`src/rtl/heater_mode_seq.sv`:
```
`default_nettype none
// ============================================================================
// Module  : heater_mode_seq
// Purpose : Bath-heater mode sequencer with boot blink, per-mode cool-down,
//           light toggle and a single-clock animation tick prescaler.
// Revision: 1.0  initial release
// ============================================================================
module heater_mode_seq #(
    parameter int                     TICK_DIV      = 25_000_000,
    parameter int                     NUM_MODES     = 4,
    parameter int                     NUM_FRAMES    = 4,
    parameter int                     BOOT_TICKS    = 4,
    parameter int                     TICKS_PER_SEC = 2,
    parameter logic [8*NUM_MODES-1:0] COOL_TICKS    = {8'd0, 8'd8, 8'd4, 8'd0},
    localparam int                    MW            = $clog2(NUM_MODES + 1),
    localparam int                    FW            = (NUM_FRAMES > 1) ? $clog2(NUM_FRAMES) : 1
) (
    input  logic                 sys_clk,
    input  logic                 rst_n,
    input  logic [NUM_MODES:0]   key,
    output logic [MW-1:0]        mode,
    output logic [FW-1:0]        frame,
    output logic                 booting,
    output logic                 blink,
    output logic                 cooling,
    output logic [7:0]           remain_sec,
    output logic                 light,
    output logic                 tick
);

    localparam int                c_DW           = $clog2(TICK_DIV);
    localparam int                c_BW           = (BOOT_TICKS > 0) ? $clog2(BOOT_TICKS + 1) : 1;
    localparam logic              c_BOOT_EN      = (BOOT_TICKS > 0);
    localparam logic [MW-1:0]     c_STANDBY_MODE = MW'(NUM_MODES);
    localparam logic [FW-1:0]     c_LAST_FRAME   = FW'(NUM_FRAMES - 1);
    localparam logic [c_BW-1:0]   c_BOOT_LOAD    = c_BW'(BOOT_TICKS);

    typedef enum logic [1:0] {
        S_BOOT    = 2'd0,
        S_STANDBY = 2'd1,
        S_RUN     = 2'd2,
        S_COOL    = 2'd3
    } state_t;

    localparam state_t c_RST_STATE = c_BOOT_EN ? S_BOOT : S_STANDBY;

    // Registered state
    state_t            r_state;
    logic [MW-1:0]     r_mode;
    logic [FW-1:0]     r_frame;
    logic [c_BW-1:0]   r_boot_cnt;
    logic              r_booting;
    logic              r_blink;
    logic              r_cooling;
    logic [7:0]        r_cool_cnt;
    logic [7:0]        r_remain;
    logic              r_light;
    logic              r_tick;
    logic [c_DW-1:0]   r_div_cnt;
    logic [NUM_MODES:0] r_key_q;

    // Combinational
    logic                 w_tick;
    logic [NUM_MODES:0]   w_press;
    logic [NUM_MODES-1:0] w_mode_press;
    logic                 w_light_press;
    logic                 w_hit;
    logic                 w_multi;
    logic                 w_single;
    logic [MW-1:0]        w_press_idx;
    logic [7:0]           w_cool_len;
    logic [FW-1:0]        w_frame_adv;
    state_t               w_nxt_state;
    logic [MW-1:0]        w_nxt_mode;
    logic [FW-1:0]        w_nxt_frame;
    logic [c_BW-1:0]      w_nxt_boot_cnt;
    logic                 w_nxt_blink;
    logic [7:0]           w_nxt_cool_cnt;
    logic                 w_nxt_light;
    logic [8:0]           w_sec_sum;
    logic [8:0]           w_secs;
    logic [7:0]           w_nxt_remain;

    // Prescaler: tick state changes land on the same edge the tick pulse rises
    assign w_tick = (r_div_cnt == c_DW'(TICK_DIV - 1));

    always_ff @(posedge sys_clk or negedge rst_n) begin
        if (!rst_n) begin
            r_div_cnt <= '0;
            r_tick    <= 1'b0;
        end else begin
            r_tick    <= w_tick;
            r_div_cnt <= w_tick ? '0 : r_div_cnt + c_DW'(1);
        end
    end

    always_ff @(posedge sys_clk or negedge rst_n) begin
        if (!rst_n) begin
            r_key_q <= '0;
        end else begin
            r_key_q <= key;
        end
    end

    assign w_press       = key & ~r_key_q;
    assign w_mode_press  = w_press[NUM_MODES-1:0];
    assign w_light_press = w_press[NUM_MODES];

    // Encode the mode press; more than one at once is treated as no press
    always_comb begin
        w_hit       = 1'b0;
        w_multi     = 1'b0;
        w_press_idx = '0;
        w_cool_len  = 8'd0;
        for (int i = 0; i < NUM_MODES; i++) begin
            if (w_mode_press[i]) begin
                if (w_hit) begin
                    w_multi = 1'b1;
                end
                w_hit       = 1'b1;
                w_press_idx = MW'(i);
                w_cool_len  = COOL_TICKS[8*i +: 8];
            end
        end
    end

    assign w_single    = w_hit & ~w_multi;
    assign w_frame_adv = (r_frame == c_LAST_FRAME) ? '0 : r_frame + FW'(1);

    always_comb begin
        w_nxt_state    = r_state;
        w_nxt_mode     = r_mode;
        w_nxt_frame    = r_frame;
        w_nxt_boot_cnt = r_boot_cnt;
        w_nxt_blink    = r_blink;
        w_nxt_cool_cnt = r_cool_cnt;
        w_nxt_light    = r_light;

        case (r_state)
            S_BOOT: begin
                if (w_tick) begin
                    w_nxt_blink    = ~r_blink;
                    w_nxt_boot_cnt = r_boot_cnt - c_BW'(1);
                    if (r_boot_cnt <= c_BW'(1)) begin
                        w_nxt_state = S_STANDBY;
                        w_nxt_blink = 1'b0;
                    end
                end
            end
            S_STANDBY: begin
                if (w_single) begin
                    w_nxt_state = S_RUN;
                    w_nxt_mode  = w_press_idx;
                    w_nxt_frame = '0;
                end
            end
            S_RUN: begin
                if (w_single) begin
                    if (w_press_idx != r_mode) begin
                        w_nxt_mode  = w_press_idx;
                        w_nxt_frame = '0;
                    end else if (w_cool_len == 8'd0) begin
                        w_nxt_state = S_STANDBY;
                        w_nxt_mode  = c_STANDBY_MODE;
                        w_nxt_frame = '0;
                    end else begin
                        w_nxt_state    = S_COOL;
                        w_nxt_cool_cnt = w_cool_len;
                    end
                end else if (w_tick) begin
                    w_nxt_frame = w_frame_adv;
                end
            end
            S_COOL: begin
                if (w_single) begin
                    // Re-pressing the cooling mode resumes it without restarting the animation
                    w_nxt_state    = S_RUN;
                    w_nxt_cool_cnt = 8'd0;
                    if (w_press_idx != r_mode) begin
                        w_nxt_mode  = w_press_idx;
                        w_nxt_frame = '0;
                    end
                end else if (w_tick) begin
                    if (r_cool_cnt <= 8'd1) begin
                        w_nxt_state    = S_STANDBY;
                        w_nxt_mode     = c_STANDBY_MODE;
                        w_nxt_frame    = '0;
                        w_nxt_cool_cnt = 8'd0;
                    end else begin
                        w_nxt_cool_cnt = r_cool_cnt - 8'd1;
                        w_nxt_frame    = w_frame_adv;
                    end
                end
            end
            default: begin
                w_nxt_state = S_STANDBY;
                w_nxt_mode  = c_STANDBY_MODE;
                w_nxt_frame = '0;
            end
        endcase

        if (w_light_press && (r_state != S_BOOT)) begin
            w_nxt_light = ~r_light;
        end
    end

    // Remaining seconds, rounded up, as two BCD digits
    always_comb begin
        w_sec_sum    = {1'b0, w_nxt_cool_cnt} + 9'(TICKS_PER_SEC - 1);
        w_secs       = w_sec_sum / 9'(TICKS_PER_SEC);
        w_nxt_remain = 8'h00;
        if (w_nxt_state == S_COOL) begin
            w_nxt_remain = {4'(w_secs / 9'd10), 4'(w_secs % 9'd10)};
        end
    end

    always_ff @(posedge sys_clk or negedge rst_n) begin
        if (!rst_n) begin
            r_state    <= c_RST_STATE;
            r_mode     <= c_STANDBY_MODE;
            r_frame    <= '0;
            r_boot_cnt <= c_BOOT_LOAD;
            r_booting  <= c_BOOT_EN;
            r_blink    <= c_BOOT_EN;
            r_cooling  <= 1'b0;
            r_cool_cnt <= 8'd0;
            r_remain   <= 8'h00;
            r_light    <= 1'b0;
        end else begin
            r_state    <= w_nxt_state;
            r_mode     <= w_nxt_mode;
            r_frame    <= w_nxt_frame;
            r_boot_cnt <= w_nxt_boot_cnt;
            r_booting  <= (w_nxt_state == S_BOOT);
            r_blink    <= w_nxt_blink;
            r_cooling  <= (w_nxt_state == S_COOL);
            r_cool_cnt <= w_nxt_cool_cnt;
            r_remain   <= w_nxt_remain;
            r_light    <= w_nxt_light;
        end
    end

    assign mode       = r_mode;
    assign frame      = r_frame;
    assign booting    = r_booting;
    assign blink      = r_blink;
    assign cooling    = r_cooling;
    assign remain_sec = r_remain;
    assign light      = r_light;
    assign tick       = r_tick;

endmodule
`default_nettype wire

```
`config.mk`:
```
export PLATFORM = sky130hd
export DESIGN_NAME = heater_mode_seq
export DESIGN_NICKNAME = d
export VERILOG_FILES = /design/src/rtl/heater_mode_seq.sv
export SDC_FILE = /design/constraint.sdc
export NUM_CORES = 1
export LEC_CHECK = 0
export ABC_CLOCK_PERIOD_IN_PS = 6900
export CAP_MARGIN = 20
export CORE_MARGIN = 5
export CORE_UTILIZATION = 50
export DETAILED_ROUTE_END_ITERATION = 10
export PLACE_DENSITY = 0.79
export REMOVE_ABC_BUFFERS = 1
export SLEW_MARGIN = 10
export SYNTH_ARGS = -nofsm -noshare
export SYNTH_HDL_FRONTEND = slang
export SYNTH_SLANG_ARGS = --single-unit
```
`constraint.sdc`:
```
create_clock -name sys_clk -period 6.9 [get_ports sys_clk]
set_input_delay 2.07 -clock sys_clk [delete_from_list [all_inputs] [get_ports sys_clk]]
set_output_delay 2.07 -clock sys_clk [all_outputs]
set_load 0.01 [all_outputs]
```
; After elaboration in Yosys (flattened, before gate mapping)
; Cells that the tools add are included.
[word_totals]
reg_bits = 61
[op_classes]
reduce_logical = 9
muxes = 56
add_sub_neg = 5
n_div = 2
bitwise_logic = 6
eq_ne = 15
magnitude_cmp = 2
[op_table]
columns = cell, n
row1 = $mux 8, 9
row2 = $mux 2, 19
row3 = $mux 3, 11
row4 = $add 25x1->25 const B, 1
row5 = $eq 25x25->1 const B, 1
row6 = $mux 25, 1
row7 = $pmux 8 s2, 1
row8 = $ne 3x3->1 const B, 5
row9 = $mux 1, 12
row10 = $add 8x1->9 const B, 1
row11 = $div 8x4->9 const B, 1
row12 = $mod 8x4->9 const B, 1
row13 = $pmux 3 s3, 1
row14 = $eq 2x2->1 const B, 4
row15 = $le 8x1->1 const B, 1
row16 = $logic_not 8->1, 1
row17 = $pmux 2 s4, 1
row18 = $sub 8x1->8 const B, 1
row19 = $reduce_and 7->1, 1
row20 = $pmux 2 s3, 1
row21 = $reduce_and 6->1, 1
row22 = $and 5x5->5, 1
row23 = $not 5->5, 1
row24 = $logic_not 2->1, 2
row25 = other kinds (13), 16

; Longest topological paths before layout
[depth]
word_depth = 16
ltp_mapped = 28

; Worst setup path before layout
; No wires, ideal clock.
[synth_timing]
kind = input to register
startpoint = input port key[3]
endpoint = register r_remain[1], in the netlist remain_sec[1]
t_arrival_ps = 7544
path_buffers = 1
slack_ps = -723
stages = 27
required_ps = 6821
cell_sequence = and4b_1 > a41oi_2 > a311oi_4 > a21boi_2 > o21bai_1 > a21o_1 > ha_1 > inv_1 > a211oi_2 > and3_1 > nor2_2 > ha_1 > or3_1 > o2111ai_2 > nand3_2 > o21ai_2 > a22oi_1 > buf_2 > or4_1 > o31ai_1 > nor3_1 > ha_1 > a21o_1 > a22o_1 > a221oi_2 > or3_4 > mux2i_1
[synth_via]
elab_chain_len = 10
word_cells_on_any_way = 24
classes_between = add/sub: 1 / div: 1 / eq/ne: 2 / mux: 16 / bitwise: 3 / reduce/logical: 1
[synth_lines]
columns = element, line
row1 = "start, declared", 20  ; input logic [NUM_MODES:0] key,
row2 = $and 5x5->5 *, 105  ; assign w_press = key & ~r_key_q;
row3 = $mux 8, 116  ; if (w_mode_press[i]) begin
row4 = $logic_not 8->1, 162  ; end else if (w_cool_len == 8'd0) begin
row5 = $mux 8, 162
row6 = $mux 8, 159  ; if (w_press_idx != r_mode) begin
row7 = $mux 8, 158  ; if (w_single) begin
row8 = $pmux 8 s2 *, 139  ; case (r_state)
row9 = via w_nxt_cool_cnt[1], 78  ; logic [7:0] w_nxt_cool_cnt;
row10 = $add 8x1->9 *, 209  ; w_sec_sum = {1'b0, w_nxt_cool_cnt} + 9'(TICKS_PER_SEC - 1);
row11 = $mod 8x4->9 *, 213  ; w_nxt_remain = {4'(w_secs / 9'd10), 4'(w_secs % 9'd10)};
row12 = $mux 8 *, 212  ; if (w_nxt_state == S_COOL) begin
row13 = via w_nxt_remain[1], 82  ; logic [7:0] w_nxt_remain;
row14 = "end signal, assigned", 238  ; r_remain <= w_nxt_remain;
row15 = "end, declared", 56  ; logic [7:0] r_remain;
; Mark *: on every way through the listed nets, which the timed path passes. The rest lies on a longest branch.
; A chain may end at the register's enable or synchronous reset.

; Worst setup path in the final report
[layout_timing]
startpoint = input port key[1]
endpoint = register r_remain[3], in the netlist remain_sec[3]
[layout_via]
elab_chain_len = 13
word_cells_on_any_way = 34
classes_between = add/sub: 1 / div: 1 / eq/ne: 2 / mux: 26 / bitwise: 3 / reduce/logical: 1
[layout_lines]
columns = element, line
row1 = $and 5x5->5 *, 105
row2 = "parallel branches: the longest is 8 deep, another holds $mux 8", n/a
row3 = $pmux 8 s2 *, 139
row4 = via w_nxt_cool_cnt[1], 78
row5 = $add 8x1->9 *, 209
row6 = $mod 8x4->9 *, 213
row7 = $mux 8 *, 212
row8 = via w_nxt_remain[3], 82
; Mark *: on every way through the listed nets, which the timed path passes.

==> impl_metrics.csv <==
group,metric,value,unit
run_status,status,"finished, violations left",
run_status,failed_checks,"negative setup slack",
setup_path,worst-path-max-fanout,4,
routing,first_pass_iters,5,
power_and_ir_drop,p_leak,2.50,nW
setup_path,slowest_stage,"or4_4",
synth,synth.ff_latch_count,61,
die,rows,33,
clock_network,clk_latency,0.35,ns
sta,timing.hold.ws,0.486,ns
worst_hold_path,hp-class,"flip-flop to flip-flop",
sta,timing.final.ws_setup,-0.0977,ns
clock_network,cts_root_buffer,"clkbuf_8",
sta,fmax,0.143,GHz
grt,grt_start_max_net_pins,62,
worst_hold_path,whs_path_depth,1,
synth,async_flop_share,100,%
grt,grt_usage,23.0,%
sta,fin_tns_setup,-0.232,ns
power_and_ir_drop,power_density,243,nW/µm²
setup_path,r2r-start,"r_cool_cnt[0]",
placement,dpl.cell_count,635,
placement,dp_hpwl,7760,µm
synth,synth_edf_count,0,
setup_path,cpPeakStageDelay,0.57,ns
sta,grt_setup_unrepaired,"true",
sta,min_period,7.00,ns
die,io_pins,25,
run,max-cap-violations,0,
power_and_ir_drop,finalPower,1.40,mW
clock_network,cts_sinks,61,
synth,synth_area,4190,µm²
worst_hold_path,min_from,"light",
clock_network,htree_levels,3,
power_and_ir_drop,peakVddDrop,0.145,mV
setup_path,critPathRequiredTime,7.12,ns
cells_and_area,layout.nets,578,
cells_and_area,stdcell_count,671,
synth,avgSynthCellArea,9.56,µm²
die,die_h,102,µm
routing,vias_per_cell,6.05,
synth,ys_top_cells_by_area,"dfrtp_1 34%, nand2_1 3.9%, nor2_1 3.6%",
grt,grt_overflow,0,
synth,synth_cell_types,88,
setup_path,r2r_slack,0.80,ns
setup_path,worstSetupStartpointType,"input port",
routing,vias,4062,
setup_path,regToRegEndpoint,"remain_sec[3]",
die,die_w,102,µm
synth,yosysSeqAreaShare,36.6,%
setup_path,criticalPathCategory,"input port to flip-flop",
cells_and_area,fin_area,5760,µm²
worst_hold_path,worstHoldEndpoint,"light",
sta,hold_viol,0,
placement,placed_area,5090,µm²
setup_path,critPathCaptureType,"flip-flop",
synth,synth_ff_type,"dfrtp_1",
synth,synth_top_area_share,34.1,%
sta,fin_worst_skew,0.0142,ns
grt,antenna_found_initial,0,
clock_network,clk_pin_slew,0.08,ns
placement,pre_cts_slack,-0.987,ns
setup_path,worstPathArrival,7.22,ns
placement,gp_congestion,0.961,
setup_path,worstRegToRegCells,25,
clock_network,clockBufferDepth,2,
synth,synthCells,438,
routing,antenna_left,0,
synth,synth.largest_area_cell,"dfrtp_1",
sta,setup_viol_count_final,4,
clock_network,cts_tree,"yes",
routing,wl_per_cell,17.3,µm
sta,slew_violations,0,
synth,yosysWarnings,0,
sta,max_slew_margin,47.4,%
grt,grt_pass1_vias,4171,
clock_network,cts_made_buffers,9,
routing,drt-initial-drc-count,176,
routing,drc,0,
placement,io_buffers,24,
synth,synth.most_common_cell,"dfrtp_1",
cells_and_area,utilization,70.5,%
cells_and_area,layout-drive-gt1-share,36.2,%
cells_and_area,antenna_cells,0,
synth,yosys-top-cells-count,"57 x dfrtp_1, 43 x nand2_1, 40 x nor2_1",
die,initial_core_util,51.2,%
cells_and_area,area_delta_synth_final,37.5,%
sta,period_share,101,%
sta,worstMarginPinSlew,0.789,ns
grt,grt_pass1_wl,19100,µm
die,design.core.area,8180,µm²
die,die_area,10300,µm²
routing,wirelength,11600,µm
## cell families after synthesis
kind of cell / synth area share (%)
compound gates: 22.9
xor+xnor: 5.85
fa+ha+maj: 2.99
buf+inv: 2.30
flops: 36.6
mux: 1.19
simple gates: 28.2
## routing by layer
layer | global-route usage (%) | part of all wire [%] | wire length (µm) | vias up
met5 | 0 | 0 | 0 | -
met2 | 39.3 | 51 | 5960 | 148
met1 | 28.1 | 41 | 4770 | 2004
li1 | - | - | - | 1874
met3 | 3.86 | 5.0 | 577 | 36
met4 | 10.9 | 2.7 | 318 | 0
## area by class of cell
class / instances / area (µm²)
clock buffers: 9 / 124
fillers: 562 / 2410
repair buffers: 120 / 968
clock inverters: 7 / 105
flip-flops and latches: 61 / 1530
inverters: 15 / 56.3
multi-input cells: 354 / 2850
well taps: 105 / 131
## how the worst max path moves through the flow
stage | start | end | cells after the start
after detailed placement | key[1] | remain_sec[1] | 27
after floorplan | key[3] | remain_sec[1] | 26
final | key[1] | remain_sec[3] | 29
after CTS | key[3] | remain_sec[3] | 29
after global placement | key[3] | remain_sec[1] | 27
after global routing | key[1] | remain_sec[3] | 29
## worst max-delay path: cells and delay by family
family / cells / cell delay [ns]
compound gates: 13 / 2.45
fa+ha+maj: 3 / 0.51
buf+inv: 4 / 0.46
mux: 1 / 0.13
simple gates: 8 / 1.60
## timing repair
| item | 4_1_cts | 5_1_grt |
|---|---|---|
| buffers inserted | 13 | 8 |
| pin swaps | 24 | 26 |
| gates resized for setup | 40 | 31 |
| hold buffers | 0 | 0 |
| endpoints found under the setup margin | 4 | 4 |
## flip-flops by register name (all words and copies together) (netlist names)
register,count
light,1
cooling,1
r_div_cnt,25
tick,1
r_boot_cnt,3
blink,1
frame,2
r_key_q,5
remain_sec,8
r_cool_cnt,8
r_state,2
booting,1
mode,3
## report_power, final
| part | switching (mW) | leakage, nW | internal (mW) |
|---|---|---|---|
| sequential | 0.0547 | 0.797 | 0.396 |
| clock | 0.165 | 0.113 | 0.210 |
| combinational | 0.303 | 1.59 | 0.270 |
## placed cells by master, fill, tap and decap left out, types with 5 or more instances in the layout
master / instances
o211ai_1: 8
mux2i_1: 5
clkbuf_8: 9
dfrtp_1: 57
clkdlybuf4s50_1: 19
a21o_1: 6
nor2_1: 40
ha_1: 7
xor2_1: 13
nand3_1: 14
nand2_1: 41
inv_1: 14
o21ai_0: 14
nor3_1: 16
a21oi_1: 19
buf_4: 93
and3_1: 7
xnor2_1: 14
nand4_1: 11
No activity file was read; power rests on OpenSTA's default activity.
